<file path="config.mk">
export PLATFORM = sky130hd
export DESIGN_NAME = gate_lane_arbiter
export DESIGN_NICKNAME = d
export VERILOG_FILES = /design/src/rtl/access_pkg.sv /design/src/rtl/rr_arbiter.sv /design/src/rtl/gate_lane_arbiter.sv
export SDC_FILE = /design/constraint.sdc
export NUM_CORES = 1
export LEC_CHECK = 0
export CAP_MARGIN = 0
export CELL_PAD_IN_SITES_DETAIL_PLACEMENT = 0
export CELL_PAD_IN_SITES_GLOBAL_PLACEMENT = 1
export CORE_MARGIN = 10
export CORE_UTILIZATION = 43
export DETAILED_ROUTE_END_ITERATION = 10
export GPL_ROUTABILITY_DRIVEN = 0
export GPL_TIMING_DRIVEN = 0
export PLACE_DENSITY_LB_ADDON = 0.1
export SETUP_SLACK_MARGIN = 0.4
export SLEW_MARGIN = 10
export SYNTH_ARGS = -nofsm -noshare
export SYNTH_HDL_FRONTEND = slang
export SYNTH_SLANG_ARGS = --single-unit
export TNS_END_PERCENT = 100
</file>
<file path="constraint.sdc">
create_clock -name clock -period 3.3 [get_ports clock]
set_input_delay 0.99 -clock clock [delete_from_list [all_inputs] [get_ports clock]]
set_output_delay 0.99 -clock clock [all_outputs]
set_load 0.05 [all_outputs]
</file>
<file path="src/rtl/access_pkg.sv">
// Shared definitions for the lane access FSM and the barrier arbiter:
// one-hot state codes and default timeouts.
package access_pkg;

  localparam logic [5:0] ST_REPOSO   = 6'b000001;
  localparam logic [5:0] ST_ABRIENDO = 6'b000010;
  localparam logic [5:0] ST_ABIERTA  = 6'b000100;
  localparam logic [5:0] ST_PASANDO  = 6'b001000;
  localparam logic [5:0] ST_CERRANDO = 6'b010000;
  localparam logic [5:0] ST_FALLA    = 6'b100000;

  typedef enum logic [5:0] {
    REPOSO   = ST_REPOSO,
    ABRIENDO = ST_ABRIENDO,
    ABIERTA  = ST_ABIERTA,
    PASANDO  = ST_PASANDO,
    CERRANDO = ST_CERRANDO,
    FALLA    = ST_FALLA
  } estado_t;

  localparam int unsigned T_MOTOR_DEF = 50;
  localparam int unsigned T_PASO_DEF  = 200;

  function automatic int unsigned max_u(input int unsigned a, input int unsigned b);
    return (a > b) ? a : b;
  endfunction

endpackage

</file>
<file path="src/rtl/rr_arbiter.sv">
// Round-robin pick: first eligible lane at or after the pointer, with wrap-around.
// Purely combinational, one-hot result.
module rr_arbiter #(
  parameter int unsigned N = 2
) (
  input  logic [N-1:0]         eligible,
  input  logic [$clog2(N)-1:0] pointer,
  output logic [N-1:0]         grant
);

  localparam int unsigned IW = $clog2(N);

  logic [IW:0]   sum;
  logic [IW-1:0] idx;
  logic          found;

  always_comb begin
    grant = '0;
    found = 1'b0;
    sum   = '0;
    idx   = '0;
    for (int i = 0; i < N; i++) begin
      sum = {1'b0, pointer} + (IW+1)'(i);
      if (sum >= (IW+1)'(N)) sum = sum - (IW+1)'(N);
      idx = IW'(sum);
      if (!found && eligible[idx]) begin
        grant[idx] = 1'b1;
        found      = 1'b1;
      end
    end
  end

endmodule

</file>
<file path="src/rtl/gate_lane_arbiter.sv">
// Shares one parking barrier between lanes: round-robin grant, open/pass/close
// sequencing, motor and passage timeouts, sticky motor fault.
module gate_lane_arbiter
  import access_pkg::*;
#(
  parameter int unsigned N_CARRILES = 2,
  parameter int unsigned T_MOTOR    = T_MOTOR_DEF,
  parameter int unsigned T_PASO     = T_PASO_DEF
) (
  input  logic                  clock,
  input  logic                  reset,
  input  logic [N_CARRILES-1:0] solicitud,
  input  logic [N_CARRILES-1:0] bloqueo,
  input  logic                  sensor_abierta,
  input  logic                  sensor_cerrada,
  input  logic                  sensor_paso,
  output logic [N_CARRILES-1:0] concesion,
  output logic                  motor_abrir,
  output logic                  motor_cerrar,
  output logic [N_CARRILES-1:0] fin_paso,
  output logic                  falla_motor
);

  localparam int unsigned PW   = $clog2(N_CARRILES);
  localparam int unsigned TMAX = max_u(T_MOTOR, T_PASO);
  localparam int unsigned TW   = $clog2(TMAX + 1);

  estado_t               state_q, state_d;
  logic [TW-1:0]         timer_q, timer_d;
  logic [PW-1:0]         ptr_q, ptr_d, ptr_next, gidx;
  logic [N_CARRILES-1:0] eligible, arb_grant, grant_d, fin_d;
  logic                  conflict;

  assign eligible = solicitud & ~bloqueo;
  assign conflict = sensor_abierta & sensor_cerrada;

  rr_arbiter #(.N(N_CARRILES)) u_rr (
    .eligible (eligible),
    .pointer  (ptr_q),
    .grant    (arb_grant)
  );

  // Lane after the current grant becomes the next round-robin start.
  always_comb begin
    gidx = '0;
    for (int i = 0; i < N_CARRILES; i++) begin
      if (concesion[i]) gidx = PW'(i);
    end
    ptr_next = (gidx == PW'(N_CARRILES - 1)) ? '0 : gidx + PW'(1);
  end

  always_comb begin
    state_d = state_q;
    grant_d = concesion;
    ptr_d   = ptr_q;
    fin_d   = '0;
    timer_d = timer_q;
    unique case (state_q)
      REPOSO: begin
        grant_d = '0;
        if (|eligible) begin
          grant_d = arb_grant;
          state_d = ABRIENDO;
        end
      end
      ABRIENDO: begin
        if (conflict)                            state_d = FALLA;
        else if (sensor_abierta)                 state_d = ABIERTA;
        else if (timer_q == TW'(T_MOTOR - 1))    state_d = FALLA;
      end
      ABIERTA: begin
        if (sensor_paso)                         state_d = PASANDO;
        else if (timer_q == TW'(T_PASO - 1))     state_d = CERRANDO;
      end
      PASANDO: begin
        if (!sensor_paso) begin
          state_d = CERRANDO;
          fin_d   = concesion;
        end
      end
      CERRANDO: begin
        // Vehicle under the barrier while closing forces a reopen.
        if (conflict)                            state_d = FALLA;
        else if (sensor_paso)                    state_d = ABRIENDO;
        else if (sensor_cerrada) begin
          state_d = REPOSO;
          ptr_d   = ptr_next;
        end
        else if (timer_q == TW'(T_MOTOR - 1))    state_d = FALLA;
      end
      FALLA:   state_d = FALLA;
      default: state_d = REPOSO;
    endcase

    if (state_d == REPOSO || state_d == FALLA) grant_d = '0;

    if (state_d != state_q)            timer_d = '0;
    else if (timer_q != TW'(TMAX))     timer_d = timer_q + TW'(1);
  end

  always_ff @(posedge clock) begin
    if (reset) begin
      state_q      <= REPOSO;
      timer_q      <= '0;
      ptr_q        <= '0;
      concesion    <= '0;
      motor_abrir  <= 1'b0;
      motor_cerrar <= 1'b0;
      fin_paso     <= '0;
      falla_motor  <= 1'b0;
    end else begin
      state_q      <= state_d;
      timer_q      <= timer_d;
      ptr_q        <= ptr_d;
      concesion    <= grant_d;
      motor_abrir  <= (state_d == ABRIENDO);
      motor_cerrar <= (state_d == CERRANDO);
      fin_paso     <= fin_d;
      falla_motor  <= (state_d == FALLA);
    end
  end

endmodule

</file>
# Word level (Yosys, flattened, before mapping)
# Cells that the tools add are included.
# classes
addsub	5
order_cmp	6
n_eq_ne	14
muxes	27
n_bitwise	7
n_reduce_logical	10
# ops
operator	n
6-bit 2-to-1 mux	10
6-bit one-hot mux with 6 select lines	1
6-bit by 1-bit equality test with 1-bit output (second input constant)	2
6-bit by 2-bit equality test with 1-bit output (second input constant)	2
6-bit by 5-bit equality test with 1-bit output (second input constant)	2
6-bit equality test (second input constant)	2
1-bit 2-to-1 mux	11
8-bit by 1-bit adder with 8-bit output (second input constant)	1
8-bit by 6-bit equality test with 1-bit output (second input constant)	1
8-bit equality test (second input constant)	1
8-bit != test (second input constant)	1
6-bit by 3-bit equality test with 1-bit output (second input constant)	1
6-bit by 4-bit equality test with 1-bit output (second input constant)	1
2-bit 2-to-1 mux	3
6-bit != test	1
2-bit OR reduction	3
1-bit by 2-bit less-than comparator with 1-bit output (second input constant)	2
4-bit AND reduction	1
1-bit logical AND	3
1-bit inverter	3
3-bit OR reduction	1
1-bit by 1-bit adder with 2-bit output (second input constant)	1
2-bit bitwise AND	1
1-bit demux with 1-bit select	2
10 further kinds	12
# totals
register_bits	22
in_bits	9
output_inout_bits	7
word_cells	77

# Depth between registers and ports, before layout
# logic_depth
ltp_word	10
depth_mapped	7
depth_no_buf	7

# By module
# Synthesis repeated with hierarchy kept, for this count alone.
# unflattened
hier_cells	163
hier_area_um2	1422.6
# by_module_without_submodules
mod	n_inst	cells_each	area_per_inst_um2
gate_lane_arbiter	1	160	1403.8
rr_arbiter	1	3	18.8

# Worst setup path before layout
# OpenSTA, ideal clock, no wires.
# synth_path
kind	input to register
start	input port sensor_abierta
end	register concesion[1]
setup_time_ps	65
arrival_ps	2414
required_ps	3235
setup_slack_ps	821
path_stages	5
path_buffers	0
path_cell_list	and4b_1 -> or2_2 -> a22oi_1 -> or3b_2 -> nor2b_1
# synth_between
elab_chain_len	6
# synth_rtl
item	line_no	source
start: declaration	gate_lane_arbiter.sv:14	input logic sensor_abierta,
1-bit bitwise AND or 6-bit 2-to-1 mux (tied branches)	gate_lane_arbiter.sv:35, gate_lane_arbiter.sv:68	
6-bit 2-to-1 mux (on tied branches)	gate_lane_arbiter.sv:83, gate_lane_arbiter.sv:67	
6-bit one-hot mux with 6 select lines *	gate_lane_arbiter.sv:58	unique case (state_q)
6-bit by 1-bit equality test with 1-bit output or 6-bit equality test (tied branches)	gate_lane_arbiter.sv:95	if (state_d == REPOSO || state_d == FALLA) grant_d = '0;
1-bit logical OR *	gate_lane_arbiter.sv:95	
2-bit OR reduction (no source line) *	n/a	
end signal: assignment	gate_lane_arbiter.sv:115	concesion <= grant_d;
end: declaration	gate_lane_arbiter.sv:17	output logic [N_CARRILES-1:0] concesion,
# Every way passes the cells marked *; elsewhere a longest branch is shown, timed or not.
# A chain may end at the register's enable or synchronous reset.

# Worst setup path in the final report
# Ends and elaborated chain as after synthesis.

==> flow_metrics.env <==
export IMPL_rsz0062_at_grt="no"
export IMPL_syn2layout_area_growth_pct=18.0
export IMPL_clk_latency_ns=0.30
export IMPL_start_kind="input port"
export IMPL_synth_cell_types=44
export IMPL_async_flop_share=0
export IMPL_pin_count=16
export IMPL_required_ns=3.55
export IMPL_vdd_ir_drop_worst_v=0.000279
export IMPL_antenna_left=0
export IMPL_cts_tree="built"
export IMPL_synth_area_leaders="dfxtp_1 34%, nor2_1 5.3%, xor2_1 4.1%"
export IMPL_drc=0
export IMPL_period_share=0.841
export IMPL_syn_inst=146
export IMPL_synth_edff_count=0
export IMPL_clock_path_buffers=2
export IMPL_grt_pass1_wl_um=4770
export IMPL_worst_pin_slew_ns=0.522
export IMPL_period_minus_slack_ns=2.78
export IMPL_drt_initial_drc_count=51
export IMPL_syn_num_nets=158
export IMPL_maxSlewViolCount=0
export IMPL_postRouteWirelength_um=2870
export IMPL_yosys_warnings=0
export IMPL_finalSetupViolCount=0
export IMPL_clk_pin_slew_ns=0.12
export IMPL_drv_cap=0
export IMPL_avgSynthCellArea_um2=8.77
export IMPL_fin_skew_ns=0.00822
export IMPL_powerDensity_nw_per_um2=358
export IMPL_grt_max_degree=13
export IMPL_detail_route_wl_per_cell_um=14.7
export IMPL_dpl_hpwl_um=2220
export IMPL_fin_cells=196
export IMPL_synth_most_common_cell="dfxtp_1"
export IMPL_ys_seq_elements=22
export IMPL_synth_commonest_cells="22 x dfxtp_1, 18 x nor2_1, 8 x inv_1, 7 x nand2_1"
export IMPL_end_kind="register"
export IMPL_yosys_area_top_type="dfxtp_1"
export IMPL_via_per_inst=5.57
export IMPL_reg2regPathDepth=7
export IMPL_die_area_um2=5560
export IMPL_slew_headroom=0.651
export IMPL_crit_start="sensor_abierta"
export IMPL_ff2ff_setup_slack_ns=0.93
export IMPL_crit_path_max_fanout=6
export IMPL_yosysTopAreaCellShare=0.344
export IMPL_antenna_found_initial=0
export IMPL_outcome="completed"
export IMPL_netlist_area_um2=1280
export IMPL_antenna_cells=0
export IMPL_die_w_um=74.6
export IMPL_reg2reg_from="state_q[1]"
export IMPL_endpoint="concesion[1]"
export IMPL_dr_pass1_iters=4
export IMPL_cts_made_buffers=3
export IMPL_coreArea_um2=2810
export IMPL_ys_seq_area_frac=0.344
export IMPL_r2r_end="timer_q[2]"
export IMPL_hold_path_class="register to register"
export IMPL_die_y_um=74.6
export IMPL_worstSetupPathType="input port to register"
export IMPL_fmax_mhz=360
export IMPL_drive_above_1_share=0.127
export IMPL_tns_ns=0
export IMPL_rows=19
export IMPL_grt_pass1_vias=1029
export IMPL_synth_ff_type="dfxtp_1"
export IMPL_cts_sinks=22
export IMPL_numPortBuffers=15
export IMPL_htree_levels=1
export IMPL_grt_usage=0.107
export IMPL_vias=1092
export IMPL_final_nets=178
export IMPL_cts_root_buf="clkbuf_4"
export IMPL_overflow=0
export IMPL_dp_cells=192
export IMPL_p_leak_nw=0.571
export IMPL_hold_viol=0
export IMPL_cp_arrival_ns=3.03
export IMPL_floorplan_initialDensity=0.456
[worst min path at each step]
stage,startpoint,to,slack (ns),cells after the start
after floorplan,concesion[1],fin_paso[1],0.47,1
after global placement,concesion[0],fin_paso[0],0.50,1
after detailed placement,concesion[0],fin_paso[0],0.50,1
after CTS,concesion[0],fin_paso[0],0.52,1
after global routing,concesion[0],fin_paso[0],0.53,1
final,concesion[0],fin_paso[0],0.51,1
[power breakdown]
group | leakage (nW) | internal [mW] | switching, mW | total, mW
combinational | 0.372 | 0.0505 | 0.0642 | 0.115
sequential | 0.178 | 0.274 | 0.00790 | 0.282
clock | 0.0210 | 0.0673 | 0.0777 | 0.145
total | 0.571 | 0.391 | 0.150 | 0.541
[metrics by stage]
| step | cell area, um2 | total power [mW] | utilization | setup WS [ns] | hold slack [ns] |
|---|---|---|---|---|---|
| after floorplan | 1280 | 0.366 | - | 0.821 | 0.475 |
| after global placement | 1470 | 0.398 | 0.524 | 0.0363 | 0.496 |
| after detailed placement | 1470 | 0.401 | 0.524 | 0.0565 | 0.495 |
| after CTS | 1510 | 0.547 | 0.538 | 0.532 | 0.517 |
| after global routing | 1510 | 0.575 | 0.538 | 0.432 | 0.535 |
| final | 1510 | 0.541 | 0.538 | 0.525 | 0.514 |
[flip-flops by register name (all words and copies together) (netlist names)]
name and count:
state_q 6, concesion 2, falla_motor 1, timer_q 8, motor_cerrar 1, fin_paso 2
ptr_q 1, motor_abrir 1
[cells in the final DEF, fill, tap and decap left out, types with 2 or more instances in the layout]
cell type,n
inv_1,8
or2_2,2
ha_1,3
nor2_1,18
a21oi_1,5
clkbuf_4,3
dfxtp_1,22
clkbuf_1,3
and2_1,2
nor2b_1,4
buf_2,2
nor4_1,2
a32oi_1,3
nand3_1,5
xnor2_1,3
mux2_2,2
buf_4,2
o21ai_0,6
nor3_1,3
o211ai_1,2
and3_1,3
and4b_1,3
nand4_1,3
nand2_1,7
mux2i_1,3
xor2_1,6
clkdlybuf4s50_1,15
nand2b_1,6
[cell type report]
type,instances,area (um2)
plain buffers,8,47.5
clock buffers,4,36.3
fillers,296,1290
inverters,8,30.0
multi-input cells,108,767
flip-flops and latches,22,440
well taps,31,38.8
repair buffers,15,150
[worst max-delay path, stage by stage]
cell and delay, ns:
clkdlybuf4s50_1 0.56, and4b_1 0.26, or2_2 0.33, a22oi_2 0.27
or3b_2 0.50, nor2b_1 0.11
[kinds of logic (layout without fill, tap and decap cells)]
kind of cell               after synthesis  in the layout  synth area share
AOI/OAI and AO/OA                       25             25             0.161
xor gates and xnor gates                 9              9            0.0616
adders and majority gates                3              3            0.0293
buffers and inverters                   16             35            0.0606
DFF                                     22             22             0.344
muxes                                    5              5            0.0411
and+or+nand+nor                         66             66             0.302
[layer usage]
layer  vias up  track usage  share of wire
met2        21        0.164           0.44
met5         -            0              0
met1       514        0.140           0.50
met3         2       0.0426          0.060
li1        555            -              -
met4         0       0.0189         0.0045
[repair_timing]
item | 4_1_cts | 5_1_grt
hold buffers | 0 | 0
hold endpoints to repair | 0 | 0
setup buffers | 0 | 0
gates resized for setup | 1 | 0
setup endpoints to repair | 2 | 0
(Power assumes the default switching activity.)
